==> src/rtl/subtract_2stage.sv <==
// Two-stage pipelined unsigned subtractor with valid/ready on both sides.
// Optional SUBTRACT_2STAGE_CLAMP_EN saturates negative results to zero.
module subtract_2stage #(
  parameter int unsigned WIDTH    = 32,
  parameter int unsigned LO_WIDTH = 16
) (
  input  logic             clock,
  input  logic             reset,
  input  logic             in_valid,
  output logic             in_ready,
  input  logic [WIDTH-1:0] in_1,
  input  logic [WIDTH-1:0] in_2,
  output logic             out_valid,
  input  logic             out_ready,
  output logic [WIDTH:0]   out_diff
);

  localparam int unsigned HI_WIDTH = WIDTH - LO_WIDTH;

  logic                s1_valid;
  logic [LO_WIDTH-1:0] s1_lo_diff;
  logic                s1_lo_borrow;
  logic [HI_WIDTH-1:0] s1_hi_1;
  logic [HI_WIDTH-1:0] s1_hi_2;

  logic                s2_adv_c;
  logic                s1_adv_c;
  logic [LO_WIDTH-1:0] lo_diff_c;
  logic                lo_borrow_c;
  logic [HI_WIDTH:0]   hi_full_c;
  logic [WIDTH:0]      diff_c;

  // Handshake: a stage advances when its downstream slot is free or draining
  always_comb begin
    s2_adv_c = !out_valid || out_ready;
    s1_adv_c = !s1_valid || s2_adv_c;
    in_ready = s1_adv_c;
  end

  // Low half resolved on the raw operands, borrow carried into stage 2
  always_comb begin
    lo_diff_c   = in_1[LO_WIDTH-1:0] - in_2[LO_WIDTH-1:0];
    lo_borrow_c = in_1[LO_WIDTH-1:0] < in_2[LO_WIDTH-1:0];
  end

  // High half consumes the registered borrow; top bit is the full result sign
  always_comb begin
    hi_full_c = {1'b0, s1_hi_1} - {1'b0, s1_hi_2} - {{HI_WIDTH{1'b0}}, s1_lo_borrow};
`ifdef SUBTRACT_2STAGE_CLAMP_EN
    diff_c = hi_full_c[HI_WIDTH] ? '0 : {hi_full_c, s1_lo_diff};
`else
    diff_c = {hi_full_c, s1_lo_diff};
`endif
  end

  // Stage 1 registers
  always_ff @(posedge clock) begin
    if (reset) begin
      s1_valid     <= 1'b0;
      s1_lo_diff   <= '0;
      s1_lo_borrow <= 1'b0;
      s1_hi_1      <= '0;
      s1_hi_2      <= '0;
    end else if (s1_adv_c) begin
      s1_valid <= in_valid;
      if (in_valid) begin
        s1_lo_diff   <= lo_diff_c;
        s1_lo_borrow <= lo_borrow_c;
        s1_hi_1      <= in_1[WIDTH-1:LO_WIDTH];
        s1_hi_2      <= in_2[WIDTH-1:LO_WIDTH];
      end
    end
  end

  // Stage 2 registers drive the outputs directly
  always_ff @(posedge clock) begin
    if (reset) begin
      out_valid <= 1'b0;
      out_diff  <= '0;
    end else if (s2_adv_c) begin
      out_valid <= s1_valid;
      if (s1_valid) begin
        out_diff <= diff_c;
      end
    end
  end

endmodule

==> config.mk <==
export PLATFORM = sky130hd
export DESIGN_NAME = subtract_2stage
export DESIGN_NICKNAME = d
export VERILOG_FILES = /design/src/rtl/subtract_2stage.sv
export SDC_FILE = /design/constraint.sdc
export NUM_CORES = 1
export LEC_CHECK = 0
export CORE_MARGIN = 10
export CORE_UTILIZATION = 50
export CTS_BUF_LIST = sky130_fd_sc_hd__clkbuf_8
export DETAILED_ROUTE_END_ITERATION = 8
export DONT_BUFFER_PORTS = 1
export HOLD_SLACK_MARGIN = 0.12
export PLACE_DENSITY = 0.68
export SYNTH_ARGS = -nofsm -noshare
export SYNTH_HDL_FRONTEND = slang
export SYNTH_SLANG_ARGS = --single-unit
==> constraint.sdc <==
create_clock -name clock -period 3 [get_ports clock]
set_input_delay 0.3 -clock clock [delete_from_list [all_inputs] [get_ports clock]]
set_output_delay 0.3 -clock clock [all_outputs]
set_load 0.03 [all_outputs]
==> results of run 1 <==
-- power by group --
part           internal [mW]  leakage [nW]  switching [mW]
logic                  0.324          1.59           0.431
clock network          0.375         0.101           0.400
registers               1.20         0.690           0.122
-- worst paths after layout --
kind	start	to	slack, ns
max	s1_lo_borrow	out_diff[29]	0.37
min	in_2[16]	s1_hi_2[0]	0.13
max reg2reg	s1_lo_borrow	out_diff[29]	0.37
min reg2reg	s1_lo_diff[1]	out_diff[1]	0.46
-- cell usage in the layout, fill, tap and decap left out, types with 8 or more instances in the layout --
cell	Yosys	layout
nand2_1	131	130
a21oi_1	90	90
dfxtp_1	84	84
inv_1	75	77
ha_1	46	46
dlygate4sd3_1	0	31
nor2_1	25	25
o21ai_0	19	19
nor3_1	15	15
nand3_1	15	15
o211ai_1	12	12
nand4_1	10	10
xnor2_1	10	10
and3_1	9	9
clkbuf_8	0	9
a21o_1	8	8
buf_4	0	8
-- sequential cells by signal, summed over array words and instances (netlist names) --
name,flops
s1_hi_1,16
s1_lo_borrow,1
out_valid,1
out_diff,33
s1_lo_diff,16
s1_valid,1
s1_hi_2,16
-- per-layer routing --
metal  global-route usage  vias up
met1               0.2091     2013
met2               0.2772      106
met5                    0        -
met3              0.04923       10
li1                     -     2297
met4              0.03771        0
-- logic make-up after synthesis --
group                    count (synthesis)
buffers and inverters                  108
flip-flops                              84
adder cells (fa/ha/maj)                 49
multiplexers                             1
AND/OR/NAND/NOR                        233
XOR/XNOR                                13
AO/OA/AOI/OAI                          174
-- critical path: stages, from the launching register on --
cell,delay (ns)
dfxtp_1,0.34
inv_1,0.06
fa_1,0.57
inv_1,0.06
ha_1,0.19
o211ai_1,0.30
o2111ai_1,0.17
a21oi_1,0.35
a21oi_1,0.16
xnor2_1,0.16
o31ai_1,0.18
-- cell type report --
| type | count | area [µm²] |
|---|---|---|
| multi-input combinational | 470 | 2899 |
| clock buffer | 9 | 123.9 |
| sequential | 84 | 1682 |
| timing repair buffer | 40 | 397.9 |
| clock inverter | 7 | 60.06 |
| inverter | 75 | 281.5 |
| fill | 936 | 4119 |
| tap | 133 | 166.4 |
-- per-stage QoR --
stage / power [mW] / hold WS (ns) / setup WS [ns] / instance area [µm²]
floorplan: 1.903 / 0.4275 / 0.7481 / 4989
global placement: 2.026 / 0.3847 / 0.5709 / 5089
detailed placement: 2.047 / 0.3855 / 0.4060 / 5089
CTS: 2.872 / 0.1292 / 0.3792 / 5610
global route: 3.029 / 0.1224 / 0.1404 / 5610
finish: 2.849 / 0.1321 / 0.3653 / 5610
-- timing repair --
action,CTS,global route
hold buffers,32,0
hold endpoints to repair,71,0
setup buffers,0,0
==> metrics.md, run 1 <==
| Metric | Value |
|---|---|
| Standard-cell rows | `36` |
| First-pass GRT wire length | `20250 µm` |
| Post-synth top area share | `0.3371` |
| Hold path cells | `2` |
| Setup_tns | `0 ns` |
| Largest family of logic cells by synthesized area | `compound AO/OA/AOI/OAI gates` |
| Post-DRT Antenna Nets | `0` |
| Layout Utilization | `0.5766` |
| ANT cells | `0` |
| Initial antenna violation count | `0` |
| Final period util | `0.8782` |
| Final WL | `12400 µm` |
| Later-pin clock latency in the skew report | `0.34 ns` |
| Routed wl met2 | `5806 µm` |
| Slew Limit Fails | `0` |
| Top Layer Used | `met4` |
| P&R area growth vs syn | `12.47%` |
| Post-Place Cells | `770` |
| Setup CP Type | `reg2reg` |
| FMAX | `379.6 MHz` |
| Mapped Nets | `779` |
| Tot GR Track Use | `0.1670` |
| Clk sinks | `84` |
| Mean Syn Cell Area | `7.536 µm²` |
| EDFF count, synth | `0` |
| Total number of vias | `4426` |
| Core region area | `9729 µm²` |
| Starting Density | `0.5127` |
| I/O Buffers | `0` |
| Register-to-Register Path Depth | `10` |
| Slew HR | `0.3853` |
| Final Critical Period | `2.635 ns` |
| Setup Skew | `0.008150 ns` |
| Final setup viols | `0` |
| RD Place Congestion | `0.8932` |
| Share of flip-flops with an asynchronous set or reset | `0` |
| Drt first-iter violations | `226` |
| Clk slew on worst S/H paths | `0.08 ns` |
| Area leader, netlist | `dfxtp_1` |
| Commonest cells in the netlist | `131 x nand2_1, 90 x a21oi_1, 84 x dfxtp_1, 75 x inv_1, 46 x ha_1` |
| Max VDD drop | `0.0003187 V` |
| Die Height | `119.9 µm` |
| Top cells by area, synth | `dfxtp_1 34%, ha_1 12%, nand2_1 9.9%` |
| Wire length per cell | `15.16 µm` |
| Post-synthesis cell area | `4989 µm²` |
| Met1 Routed Length | `5675 µm` |
| Final HPWL from detailed placement | `9390 µm` |
| Register area share after synthesis | `0.3371` |
| DRC Markers | `0` |
| Die area | `14370 µm²` |
| Vias per cell | `5.411` |
| Nets | `797` |
| Power Density | `507.9 nW/µm²` |
| First-pass DRT Iterations | `5` |
| RSZ-0062 raised after global routing | `no` |
| Total grt overflow | `0` |
| Vias in the first global route | `4238` |
| Cts repair resizes | `0` |
| Largest net degree at the start of global routing | `72` |
| Die W | `119.9 µm` |
| Most common cell in the netlist | `nand2_1` |
| Post-synth cell types | `53` |
| Status | `finished clean` |
| Area share of fa/ha/maj cells after synthesis | `0.1274` |
| Max-cap violations | `0` |
| Synth Area in Simple Gates | `0.2112` |
| XOR/XNOR Fraction of Synth Area | `0.02282` |
| Startpoint type of the worst setup path | `flop` |
| Actual slew at the worst max-slew pin | `0.9198 ns` |
| Layout cells sized above 1 | `0.04672` |
| WP data required | `3.25 ns` |
| Synth warn | `0` |
| Root buffer cell | `clkbuf_8` |
| Critical Path AT | `2.89 ns` |
| Fin cells | `818` |
| Post-synth top flop | `dfxtp_1` |
| CP Max Fanout | `4` |
| Leakage power | `2.379 nW` |
| #FFs+latches synth | `84` |
| Synth Area in Compound Gates | `0.2170` |
| CTS Buffer Depth | `2` |
| CTS buffer count | `9` |
| CP endpoint kind | `flop` |
| IO Pins | `103` |
| Cell count after synthesis | `662` |
| Met3 routed WL | `799 µm` |
| CTS tree | `done` |
| Multiplexer area fraction after synthesis | `0.002257` |
| H-tree depth | `3` |
| Final hold violations | `0` |
| Worst Hold Class | `in2reg` |
(Power assumes the default switching activity.)
==> inputs of run 2 (changes only) <==
- REMOVE_ABC_BUFFERS: default -> 1
==> run 2 against run 1 <==
Clock skew is 0.00085 ns higher. First-iteration DRC count is 41% higher. Critical path depth is 4 lower. Combinational power hardly changed. Non-clock buffer count is 2 higher. Via count is 2.6% higher. Global-route usage is 0.79 points higher. Sequential power hardly changed. Cell count is 0.24% higher. Hold slack better by 0.018 ns. Flip-flop and latch count stayed put. Utilization is 0.19 points higher. Highest routed layer unchanged.
==> metrics.md, run 2 (synthesis gave the netlist of run 1 again) <==
| Metric | Value |
|---|---|
| Setup Skew | `0.008996 ns (was 0.008150 ns)` |
| CTS buffer count | `9 (unchanged)` |
| Largest net degree at the start of global routing | `72 (unchanged)` |
| Final Critical Period | `2.689 ns (was 2.635 ns)` |
| M2 GR Usage | `0.3026 (was 0.2772)` |
| H-tree depth | `3 (unchanged)` |
| Slowest stage delay, CP | `0.55 ns (was 0.57 ns)` |
| Hold_ws | `0.1504 ns (was 0.1321 ns)` |
| Slew HR | `0.4922 (was 0.3853)` |
| Total grt overflow | `0 (unchanged)` |
| Power Density | `504.8 nW/µm² (was 507.9 nW/µm²)` |
| First-pass DRT Iterations | `4 (was 5)` |
| FMAX | `371.8 MHz (was 379.6 MHz)` |
| CP endpoint kind | `flop (unchanged)` |
| Initial antenna violation count | `0 (unchanged)` |
| Die W | `119.9 µm (unchanged)` |
| Layout cells sized above 1 | `0.04803 (was 0.04672)` |
| Cts repair resizes | `0 (unchanged)` |
| Tot GR Track Use | `0.1749 (was 0.1670)` |
| Final period util | `0.8965 (was 0.8782)` |
| Core region area | `9729 µm² (unchanged)` |
| I/O Buffers | `0 (unchanged)` |
| Starting Density | `0.5127 (unchanged)` |
| Root buffer cell | `clkbuf_8 (unchanged)` |
| Worst Hold Class | `in2reg (unchanged)` |
| Layout Utilization | `0.5786 (was 0.5766)` |
| Setup CP Type | `reg2reg (unchanged)` |
| Pre-CTS WS | `0.4396 ns (was 0.4060 ns)` |
| Die Height | `119.9 µm (unchanged)` |
| Critical Path AT | `3.01 ns (was 2.89 ns)` |
| FF/Latch Area | `1682 µm² (unchanged)` |
| Vias per cell | `5.539 (was 5.411)` |
| Drt first-iter violations | `318 (was 226)` |
| Die area | `14370 µm² (unchanged)` |
| Status | `finished clean (unchanged)` |
| Wire length per cell | `15.50 µm (was 15.16 µm)` |
| IO Pins | `103 (unchanged)` |
| Leading cell type in the layout, fill and taps excluded | `nand2_1 (unchanged)` |
| WP data required | `3.32 ns (was 3.25 ns)` |
| FILL cells | `947 (was 936)` |
| WP buf/inv | `2 (unchanged)` |
| Startpoint type of the worst setup path | `flop (unchanged)` |
| DRC Markers | `0 (unchanged)` |
| Max-cap violations | `0 (unchanged)` |
| Nets | `799 (was 797)` |
| Slew Limit Fails | `0 (unchanged)` |
| CP Max Fanout | `25 (was 4)` |
| P&R area growth vs syn | `12.84% (was 12.47%)` |
| Gr busiest metal | `met2 (unchanged)` |
| Most frequent cells in the layout | `130 x nand2_1, 90 x a21oi_1, 84 x dfxtp_1 (unchanged)` |
| Final setup viols | `0 (unchanged)` |
| First-pass GRT wire length | `21110 µm (was 20250 µm)` |
| Final WL | `12710 µm (was 12400 µm)` |
| CTS tree | `done (unchanged)` |
| Final WS setup | `0.3106 ns (was 0.3653 ns)` |
| RD Place Congestion | `0.8650 (was 0.8932)` |
| Met1 Use GR | `0.1985 (was 0.2091)` |
| Total number of vias | `4542 (was 4426)` |
| Worst path cell trace | `nand3b_1, nand2_2, buf_4, nand2_1, a21oi_1, dlygate4sd3_1 (was inv_1, fa_1, inv_1, ha_1, o211ai_1, o2111ai_1, a21oi_1, a21oi_1, xnor2_1, o31ai_1)` |
| Vias in the first global route | `4460 (was 4238)` |
| Multi-input logic area | `2899 µm² (unchanged)` |
| Largest Register | `out_diff (unchanged)` |
| ANT cells | `0 (unchanged)` |
| Cts-stage hold buffer count | `35 (was 32)` |
| Setup_tns | `0 ns (unchanged)` |
| Met3 Resource Use GR | `0.05345 (was 0.04923)` |
| CTS Buffer Depth | `2 (unchanged)` |
| Post-DRT Antenna Nets | `0 (unchanged)` |
| Cell family with most CP delay | `simple AND/OR/NAND/NOR gates (was compound AO/OA/AOI/OAI gates)` |
| Standard-cell rows | `36 (unchanged)` |
| Max VDD drop | `0.0002793 V (was 0.0003187 V)` |
| Later-pin clock latency in the skew report | `0.37 ns (was 0.34 ns)` |
| RSZ-0062 raised after global routing | `no (unchanged)` |
| Final hold violations | `0 (unchanged)` |
| Max stage delay cell, worst path | `dlygate4sd3_1 (was fa_1)` |
| Clk sinks | `84 (unchanged)` |
| Final HPWL from detailed placement | `9462 µm (was 9390 µm)` |
| Actual slew at the worst max-slew pin | `0.7598 ns (was 0.9198 ns)` |
| Clk slew on worst S/H paths | `0.10 ns (was 0.08 ns)` |
| Post-CTS setup buffers | `0 (unchanged)` |
| Max reg flops | `33 (unchanged)` |
| Leakage power | `2.379 nW (about the same)` |
run 2: worst paths after layout:
kind	slack, ns	cells after the start	start	to
worst max register to register	0.31	6	out_valid	s1_hi_1[15]
worst min-delay path	0.15	2	out_ready	out_valid
worst min register to register	0.45	2	s1_lo_diff[12]	out_diff[12]
worst max-delay path	0.31	6	out_valid	s1_hi_1[15]
run 2: cell type report:
class                   count  area share
multi-input cells         470      0.5150
flip-flops and latches     84      0.2987
repair buffers             42     0.07468
inverters                  75     0.05001
well taps                 133     0.02956
clock buffers               9     0.02200
clock inverters             7     0.01000
run 2: stage by stage:
step                      total power [mW]  cell area [µm²]  std cells
after floorplan                      1.880             4860        629
after global placement               2.020             5081        769
after detailed placement             2.040             5081        769
after CTS                            2.864             5629        820
after global routing                 3.011             5629        820
final                                2.842             5629        820
run 2: routing by layer:
layer / up-vias / wire length [µm]
met5: - / 0
met4: 0 / 220
met3: 15 / 839
met2: 117 / 6279
met1: 2115 / 5368
li1: 2295 / -
run 2: power breakdown:
group	total (mW)	internal, mW	switching, mW
combinational	0.757	0.326	0.430
clock	0.770	0.314	0.456
sequential	1.31	1.20	0.117
